===== src/rtl/segasys1_pkg.sv =====
// Shared constants and types for the Sega System 1 sound-command path.
package segasys1_pkg;

    // Sound-CPU window for the command latch: $E000-$FFFF.
    localparam logic [2:0] SND_LATCH_A15_13 = 3'b111;
    localparam int         SND_CMD_W        = 8;

    // NMI control: idle (nothing queued), asserted, or held low after a pop.
    typedef enum logic [1:0] {
        S_IDLE   = 2'd0,
        S_ASSERT = 2'd1,
        S_GAP    = 2'd2
    } nmi_state_t;

endpackage


===== src/rtl/segasys1_cmdfifo.sv =====
// Small synchronous command FIFO; a push at full is accepted when a pop frees the slot.
module segasys1_cmdfifo
    import segasys1_pkg::*;
#(
    parameter int DEPTH_LOG2 = 2,
    parameter int W          = SND_CMD_W
) (
    input  logic                  gclk,
    input  logic                  grst_n,
    input  logic                  push,
    input  logic                  pop,
    input  logic [W-1:0]          din,
    output logic [W-1:0]          head,
    output logic [DEPTH_LOG2:0]   level,
    output logic                  full,
    output logic                  empty
);

    localparam int DEPTH = 1 << DEPTH_LOG2;

    logic [W-1:0]            mem [DEPTH];
    logic [DEPTH_LOG2-1:0]   wr_ptr;
    logic [DEPTH_LOG2-1:0]   rd_ptr;
    logic                    do_push;
    logic                    do_pop;

    assign empty   = (level == '0);
    assign full    = (level == (DEPTH_LOG2+1)'(DEPTH));
    assign do_pop  = pop & ~empty;
    assign do_push = push & (~full | do_pop);
    assign head    = mem[rd_ptr];

    // Pointer and occupancy bookkeeping; pointers wrap naturally at DEPTH.
    always_ff @(posedge gclk or negedge grst_n) begin
        if (!grst_n) begin
            wr_ptr <= '0;
            rd_ptr <= '0;
            level  <= '0;
        end else begin
            if (do_push) wr_ptr <= wr_ptr + DEPTH_LOG2'(1);
            if (do_pop)  rd_ptr <= rd_ptr + DEPTH_LOG2'(1);
            case ({do_push, do_pop})
                2'b10:   level <= level + (DEPTH_LOG2+1)'(1);
                2'b01:   level <= level - (DEPTH_LOG2+1)'(1);
                default: level <= level;
            endcase
        end
    end

    // Storage has no reset; only entries behind the write pointer are ever read.
    always_ff @(posedge gclk) begin
        if (do_push) mem[wr_ptr] <= din;
    end

endmodule


===== src/rtl/segasys1_sndlatch.sv =====
// Sound-CPU side of the main->sound command path: sync, queue, NMI, read-out.
module segasys1_sndlatch
    import segasys1_pkg::*;
#(
    parameter int DEPTH_LOG2  = 2,
    parameter int SYNC_STAGES = 2,
    parameter int NMI_GAP     = 32
) (
    input  logic                   CLK48M,
    input  logic                   RESET_N,
    input  logic                   SNDRQ,
    input  logic [SND_CMD_W-1:0]   SNDNO,
    input  logic [15:0]            SCPU_AD,
    input  logic                   SCPU_MREQ,
    input  logic                   SCPU_RD,
    output logic                   SCPU_CS,
    output logic [SND_CMD_W-1:0]   SCPU_DO,
    output logic                   SCPU_NMI,
    output logic [DEPTH_LOG2:0]    LEVEL,
    output logic                   OVF
);

    localparam int GAP_W = $clog2(NMI_GAP + 1);

    logic [SYNC_STAGES-1:0] sync_q;
    logic                   rq_prev_q;
    logic                   cs_q;
    logic                   cs_prev_q;
    logic                   push;
    logic                   pop_eff;
    logic                   full;
    logic                   empty;
    logic [SND_CMD_W-1:0]   head;
    logic [SND_CMD_W-1:0]   last_q;
    logic [GAP_W-1:0]       gap_q;
    logic [GAP_W-1:0]       gap_nxt;
    nmi_state_t             st_q;
    nmi_state_t             st_nxt;
    logic                   unused_ad;

    // Low address bits are don't-care inside the latch window.
    assign unused_ad = ^SCPU_AD[12:0];

    assign SCPU_CS = (SCPU_AD[15:13] == SND_LATCH_A15_13) & SCPU_MREQ & SCPU_RD;
    assign push    = sync_q[SYNC_STAGES-1] & ~rq_prev_q;
    // End of read = falling edge of the registered select; DO stays put for the whole read.
    assign pop_eff = cs_prev_q & ~cs_q & ~empty;
    assign SCPU_DO = empty ? last_q : head;
    assign SCPU_NMI = (st_q == S_ASSERT);

    // Request synchroniser, its edge detector, and the registered chip select.
    always_ff @(posedge CLK48M or negedge RESET_N) begin
        if (!RESET_N) begin
            sync_q    <= '0;
            rq_prev_q <= 1'b0;
            cs_q      <= 1'b0;
            cs_prev_q <= 1'b0;
        end else begin
            sync_q    <= {sync_q[SYNC_STAGES-2:0], SNDRQ};
            rq_prev_q <= sync_q[SYNC_STAGES-1];
            cs_q      <= SCPU_CS;
            cs_prev_q <= cs_q;
        end
    end

    // Last popped byte is held for reads of an empty queue; overflow is sticky.
    always_ff @(posedge CLK48M or negedge RESET_N) begin
        if (!RESET_N) begin
            last_q <= '0;
            OVF    <= 1'b0;
        end else begin
            if (pop_eff)                 last_q <= head;
            if (push & full & ~pop_eff)  OVF    <= 1'b1;
        end
    end

    segasys1_cmdfifo #(
        .DEPTH_LOG2 (DEPTH_LOG2),
        .W          (SND_CMD_W)
    ) u_fifo (
        .gclk   (CLK48M),
        .grst_n (RESET_N),
        .push   (push),
        .pop    (pop_eff),
        .din    (SNDNO),
        .head   (head),
        .level  (LEVEL),
        .full   (full),
        .empty  (empty)
    );

    // NMI state and gap counter registers.
    always_ff @(posedge CLK48M or negedge RESET_N) begin
        if (!RESET_N) begin
            st_q  <= S_IDLE;
            gap_q <= '0;
        end else begin
            st_q  <= st_nxt;
            gap_q <= gap_nxt;
        end
    end

    // Every pop forces NMI low for NMI_GAP cycles so the Z80 sees a fresh edge per command.
    always_comb begin
        st_nxt  = st_q;
        gap_nxt = gap_q;
        if (gap_q != '0) gap_nxt = gap_q - GAP_W'(1);
        if (pop_eff) begin
            st_nxt  = S_GAP;
            gap_nxt = GAP_W'(NMI_GAP);
        end else begin
            case (st_q)
                S_IDLE:   if (!empty && gap_q == '0) st_nxt = S_ASSERT;
                S_ASSERT: if (empty) st_nxt = S_IDLE;
                S_GAP:    if (gap_q <= GAP_W'(1)) st_nxt = empty ? S_IDLE : S_ASSERT;
                default:  st_nxt = S_IDLE;
            endcase
        end
    end

endmodule


===== config.mk =====
export PLATFORM = sky130hd
export DESIGN_NAME = segasys1_sndlatch
export DESIGN_NICKNAME = d
export VERILOG_FILES = /design/src/rtl/segasys1_pkg.sv /design/src/rtl/segasys1_cmdfifo.sv /design/src/rtl/segasys1_sndlatch.sv
export SDC_FILE = /design/constraint.sdc
export NUM_CORES = 1
export LEC_CHECK = 0
export ABC_CLOCK_PERIOD_IN_PS = 3100
export BUFFER_PORTS_ARGS = -buffer_cell sky130_fd_sc_hd__buf_2
export CAP_MARGIN = 0
export CELL_PAD_IN_SITES_DETAIL_PLACEMENT = 1
export CELL_PAD_IN_SITES_GLOBAL_PLACEMENT = 2
export CORE_MARGIN = 2
export CORE_UTILIZATION = 43
export DETAILED_ROUTE_END_ITERATION = 10
export HOLD_SLACK_MARGIN = 0.12
export MAX_ROUTING_LAYER = met4
export PLACE_DENSITY = 0.84
export SETUP_SLACK_MARGIN = 0.2
export SYNTH_ARGS = -nofsm -noshare
export SYNTH_HDL_FRONTEND = slang
export SYNTH_SLANG_ARGS = --single-unit

===== constraint.sdc =====
create_clock -name CLK48M -period 3.1 [get_ports CLK48M]
set_input_delay 0.31 -clock CLK48M [delete_from_list [all_inputs] [get_ports CLK48M]]
set_output_delay 0.31 -clock CLK48M [all_outputs]
set_load 0.005 [all_outputs]

# Yosys cells after proc, flatten, opt, wreduce, memory -nomap -nowiden
# Memory sizes are Yosys's and may differ from the RTL's.
# Cells that the tools add are included.
[classes] addsub=5 n_lt_le_gt_ge=1 eq_ne=9 n_mux=12 n_bitwise=15 reduce_logical=9
[op_table] cell="$mux 6" count=2
[op_table] cell="$and 1x1->1" count=9
[op_table] cell="$mux 2" count=4
[op_table] cell="$mux 8" count=1
[op_table] cell="$eq 3x3->1 const B" count=2
[op_table] cell="$le 6x1->1 const B" count=1
[op_table] cell="$logic_not 6->1" count=1
[op_table] cell="$ne 3x3->1 const B" count=2
[op_table] cell="$pmux 2 s3" count=1
[op_table] cell="$pmux 3 s2" count=1
[op_table] cell="$reduce_bool 6->1" count=1
[op_table] cell="$sub 6x1->6 const B" count=1
[op_table] cell="$not 1->1" count=5
[op_table] cell="$add 2x1->2 const B" count=2
[op_table] cell="$eq 2x1->1 const B" count=2
[op_table] cell="$eq 2x2->1 const B" count=2
[op_table] cell="$reduce_bool 2->1" count=2
[op_table] cell="$add 3x1->3 const B" count=1
[op_table] cell="$logic_not 3->1" count=1
[op_table] cell="$mux 1" count=3
[op_table] cell="$ne 3x1->1 const B" count=1
[op_table] cell="$reduce_and 3->1" count=1
[op_table] cell="$sub 3x1->3 const B" count=1
[op_table] cell="$logic_not 2->1" count=1
[op_table] cell="3 further kinds" count=3
[totals] ff_bits=29 mem_bits_rw=32 in_bits=29 out_inout_bits=14 word_cells=63 mem_count=1
[mem_list] memory="u_fifo.mem" words=4 word_bits=8 rd=1 rd_clocked_by_memory_dff=0 wr=1 line_no="segasys1_cmdfifo.sv:21" rtl="logic [W-1:0] mem [DEPTH];"

# Logic depth before layout (Yosys ltp)
[logic_depth] depth_word=8 depth_mapped=9 ltp_nobuf=9

# Hierarchy
# A second synthesis with hierarchy kept.
[hier_totals] cells_unflattened=163 area_unflattened_um2=2661.3
[modules_own_cells] mod="segasys1_cmdfifo" n_inst=1 cells_each=80 area_each_um2=1587.8 seq_area_each_um2=1136.1
[modules_own_cells] mod="segasys1_sndlatch" n_inst=1 cells_each=83 area_each_um2=1073.5 seq_area_each_um2=550.5

# Least setup slack after synthesis
# Ideal clock, no wire load.
[synth_timing] kind="register to register" start="reg cs_q" end="reg u_fifo.level[2]" t_arrival_ns=1.930 required_time_ns=3.021 slack_ns=1.091 path_stages_with_launch=10 n_path_buf=1 cell_sequence="dfrtp_1 -> nand2b_2 -> nor2_4 -> buf_4 -> ha_1 -> inv_1 -> fa_1 -> xor2_1 -> nor2_1 -> xor2_1"
[synth_between] elab_chain_cells=8 elab_cells_between_ends=10
[synth_rtl] element="start: declaration" line_no="segasys1_sndlatch.sv:27" rtl="logic cs_q;"
[synth_rtl] element="start signal: assignment" line_no="segasys1_sndlatch.sv:56" rtl="cs_q <= 1'b0;"
[synth_rtl] element="start signal: assignment" line_no="segasys1_sndlatch.sv:61" rtl="cs_q <= SCPU_CS;"
[synth_rtl] element="$not 1->1 *" line_no="segasys1_sndlatch.sv:47" rtl="assign pop_eff = cs_prev_q & ~cs_q & ~empty;"
[synth_rtl] element="$and 1x1->1 * (2 in a row)" line_no="segasys1_sndlatch.sv:47"
[synth_rtl] element="via pop_eff" line_no="segasys1_sndlatch.sv:30" rtl="logic pop_eff;"
[synth_rtl] element="$and 1x1->1 *" line_no="segasys1_cmdfifo.sv:29" rtl="assign do_pop = pop & ~empty;"
[synth_rtl] element="$or 1x1->1" line_no="segasys1_cmdfifo.sv:30" rtl="assign do_push = push & (~full | do_pop);"
[synth_rtl] element="$and 1x1->1" line_no="segasys1_cmdfifo.sv:30"
[synth_rtl] element="$eq 2x1->1 / $eq 2x2->1 (equally long branches)" line_no="segasys1_cmdfifo.sv:42" rtl="case ({do_push, do_pop})"
[synth_rtl] element="$pmux 3 s2 / $reduce_bool 2->1 (equally long branches)"
[synth_rtl] element="end signal: assignment" line_no="segasys1_cmdfifo.sv:43" rtl="2'b10: level <= level + (DEPTH_LOG2+1)'(1);"
[synth_rtl] element="end signal: assignment" line_no="segasys1_cmdfifo.sv:44" rtl="2'b01: level <= level - (DEPTH_LOG2+1)'(1);"
[synth_rtl] element="end signal: assignment" line_no="segasys1_cmdfifo.sv:45" rtl="default: level <= level;"
[synth_rtl] element="end: declaration" line_no="segasys1_cmdfifo.sv:14" rtl="output logic [DEPTH_LOG2:0] level,"
# Mark *: on every way through the listed nets, which the timed path passes. The rest lies on a longest branch.
# A chain may end at the register's enable or synchronous reset.

# Worst setup path in the final report
[layout_timing] start="reg u_fifo.rd_ptr[0]" end="out SCPU_DO[6]"
[layout_between] elab_chain_cells=2
[layout_rtl] element="start: declaration" line_no="segasys1_cmdfifo.sv:23" rtl="logic [DEPTH_LOG2-1:0] rd_ptr;"
[layout_rtl] element="start signal: assignment" line_no="segasys1_cmdfifo.sv:41" rtl="if (do_pop) rd_ptr <= rd_ptr + DEPTH_LOG2'(1);"
[layout_rtl] element="$mem_v2 4x8"
[layout_rtl] element="$mux 8" line_no="segasys1_sndlatch.sv:48" rtl="assign SCPU_DO = empty ? last_q : head;"
[layout_rtl] element="end: declaration" line_no="segasys1_sndlatch.sv:17" rtl="output logic [SND_CMD_W-1:0] SCPU_DO,"
# Every way passes these cells.

==> results.toml <==
[logic_synthesis]
synth_adder_area_share_pct = 4.11
syn_area_um2 = 2620
synthArstFlopShare_pct = 47.5
synth_top_family_by_area = "multiplexers"
synth_common_cells = "edfxtp_1, dfrtp_1, mux2_2"
syn_area_per_cell_um2 = 16.3
synth_nets = 198
yosys_warnings = 0
synth.largest_area_cell = "edfxtp_1"
synth-simple-area-share_pct = 6.88
synth_compound_area_share_pct = 4.97
synth_top_area_share_pct = 36.7
synth_flop_cell = "edfxtp_1"
synth.most_common_cell = "edfxtp_1"
seq_area_frac_synth_pct = 64.4
synth_seq_cells = 61
synthMuxAreaShare_pct = 15.0
synthesis.instances = 161
yosysUniqueCellTypes = 40
synth-xor-area-share_pct = 2.01
synthTopCellsByArea = "edfxtp_1, dfrtp_1, mux2_2"
synth_edf_count = 32

[drt]
drt-total-wl_mm = 4.94
drt_iter0_markers = 64
drc = 0
first_pass_iters = 4
ant_nets = 0
route.vias.total = 1461
wire_per_inst_um = 17.6
viasPerCell = 5.22

[worst_setup_path]
cp_top_family = "multiplexers"
crit_type = "reg -> out"
critPathMaxFanout = 10
worstPathCellList = "mux4_2 > mux2_2 > buf_2"
worst_path_max_delay_cell = "dfrtp_1"
start_kind = "flip-flop"
worstSetupEndpointType = "output pin"
cp.arrival_ps = 2070
critPathBufInv = 1
max_stage_delay_ps = 710
worstPathRequired_ps = 2790

[die]
io_pins = 43
die_y_um = 82.0
start_util_pct = 44.5
dieArea_um2 = 6730
die_w_um = 82.0
rows = 28
core_area_um2 = 5890

[sta]
finalMaxSlewViolations = 0
tightestPinTransition_ps = 685
setup_tns_ps = 0
fmax_mhz = 420
rsz0062_at_grt = "false"
slew_headroom_pct = 54.4
fin_skew_ps = 10.9
setup_viol = 0
hold_viol_final = 0
fin_crit_ps = 2380
fin_crit_sh_pct = 76.9

[global_route]
grt.total_usage_pct = 18.0
grt-ovfl-total = 0
grt_pass1_vias = 1617
grt_max_degree = 30
grt_pass1_wl_mm = 8.21
grt_antenna_before_repair = 0

[power]
fin_total_pwr_mw = 2.88
peakVddDrop_uv = 477
pwr_density_cell_nw_per_um2 = 937
p_leak_nw = 1.26

[layout]
nets = 237
diodes = 0
fillers = 591
area_delta_synth_final_pct = 17.6
drive_gt1_share_pct = 37.6

[cts]
root_buffer = "clkbuf_8"
cts_setup_buffers = 0
cts_buffer_depth = 2
post_cts_resized = 0
path_clk_slew_ps = 70
hold_buffers = 2
cts_tree = "done"
insertion_delay_ps = 330
cts_made_buffers = 9
cts_max_level = 3
clock_sinks = 61

[placement]
hpwl_mm = 3.46
gp_congestion = 0.718
io_buffers = 29

[status]
status = "finished clean"

[job]
drv_cap = 0

[min_path]
hold_path_class = "in -> reg"
## area by class of cell
cell class,count,area (µm²),area share [%]
clock buffer,12,145,4.72
clock inverter,4,72.6,2.36
timing repair buffer,33,180,5.85
tap,75,93.8,3.05
multi-input combinational,85,862,28.0
sequential,61,1690,54.8
inverter,10,37.5,1.22
## power by group
group / leakage, nW / internal (mW) / switching, mW
Sequential: 0.647 / 1.05 / 0.199
Combinational: 0.503 / 0.471 / 0.386
Clock: 0.107 / 0.474 / 0.300
Total: 1.26 / 2.00 / 0.885
## kinds of logic after synthesis
| kind of cell | after synthesis |
|---|---|
| AO/OA/AOI/OAI | 15 |
| XOR/XNOR | 6 |
| multiplexers | 27 |
| flip-flops | 61 |
| adder cells (fa/ha/maj) | 8 |
| buffers and inverters | 15 |
| AND/OR/NAND/NOR | 29 |
## placed cells by master, fill, tap and decap left out, drive strengths merged
| master | instances |
|---|---|
| nor2 | 9 |
| o31a | 1 |
| nor2b | 2 |
| clkbuf | 12 |
| xnor2 | 2 |
| inv | 10 |
| nand3 | 2 |
| dlygate4sd3 | 2 |
| xor2 | 4 |
| a41o | 1 |
| a311oi | 2 |
| a211o | 2 |
| a21oi | 3 |
| a21o | 2 |
| ha | 7 |
| o21ai | 1 |
| clkinv | 1 |
| a21boi | 1 |
| nand2b | 3 |
| a31o | 1 |
| dfrtp | 29 |
| or3 | 1 |
| nor3b | 2 |
| clkinvlp | 1 |
| mux2i | 2 |
| nor4 | 1 |
| edfxtp | 32 |
| fa | 1 |
| buf | 31 |
| nor3 | 2 |
| and2 | 4 |
| a31oi | 1 |
| bufinv | 2 |
| mux2 | 17 |
| nand2 | 2 |
| mux4 | 8 |
| or3b | 1 |
## worst reg2reg max path: stages (launching register included)
cell and delay [ps]:
dfrtp_1 380, nand2b_2 260, a311oi_4 500, inv_1 90, ha_1 210, inv_1 80, fa_1 190, xor2_1 150
nor2_1 70, xor2_1 150
## path summary, 6_finish.rpt
| check | from | end | slack, ps | cells after the start |
|---|---|---|---|---|
| max in group asynchronous | RESET_N | st_q[1] | 2100 | 2 |
| hold reg to reg | sync_q[0] | sync_q[1] | 350 | 0 |
| setup / recovery | u_fifo.rd_ptr[0] | SCPU_DO[6] | 720 | 3 |
| hold / removal | SNDNO[1] | u_fifo.mem[3][1] | 190 | 1 |
| setup reg to reg | cs_q | u_fifo.level[2] | 880 | 9 |
| min in group asynchronous | RESET_N | u_fifo.wr_ptr[0] | 540 | 2 |
## registers in the layout (all words and copies together), names as in the netlist
register and count:
u_fifo.mem 32, last_q 8, gap_q 6, u_fifo.level 3, st_q 2, sync_q 2
u_fifo.rd_ptr 2, u_fifo.wr_ptr 2, OVF 1, cs_prev_q 1, cs_q 1, rq_prev_q 1
## metrics by stage
| stage | util [%] | setup WS (ps) | hold slack, ps | instances | cell area [µm²] |
|---|---|---|---|---|---|
| final | 52.3 | 717 | 190 | 280 | 3080 |
| after detailed placement | 48.3 | 893 | 336 | 262 | 2840 |
| after floorplan | - | 1090 | 14.4 | 161 | 2620 |
| after CTS | 52.3 | 657 | 175 | 280 | 3080 |
| after global placement | 48.3 | 1020 | 333 | 262 | 2840 |
| after global routing | 52.3 | 582 | 185 | 280 | 3080 |
## layer usage
layer  part of all wire (%)  up-vias  wire (µm)  GRT usage, %
li1                       -      668          -             -
met1                     43      758       2120          21.4
met2                     52       26       2570          28.9
met3                    3.3        9        164          4.73
met4                    1.9        0         92          8.00
met5                      0        -          0             -
Power figures use the tool's default switching activity.
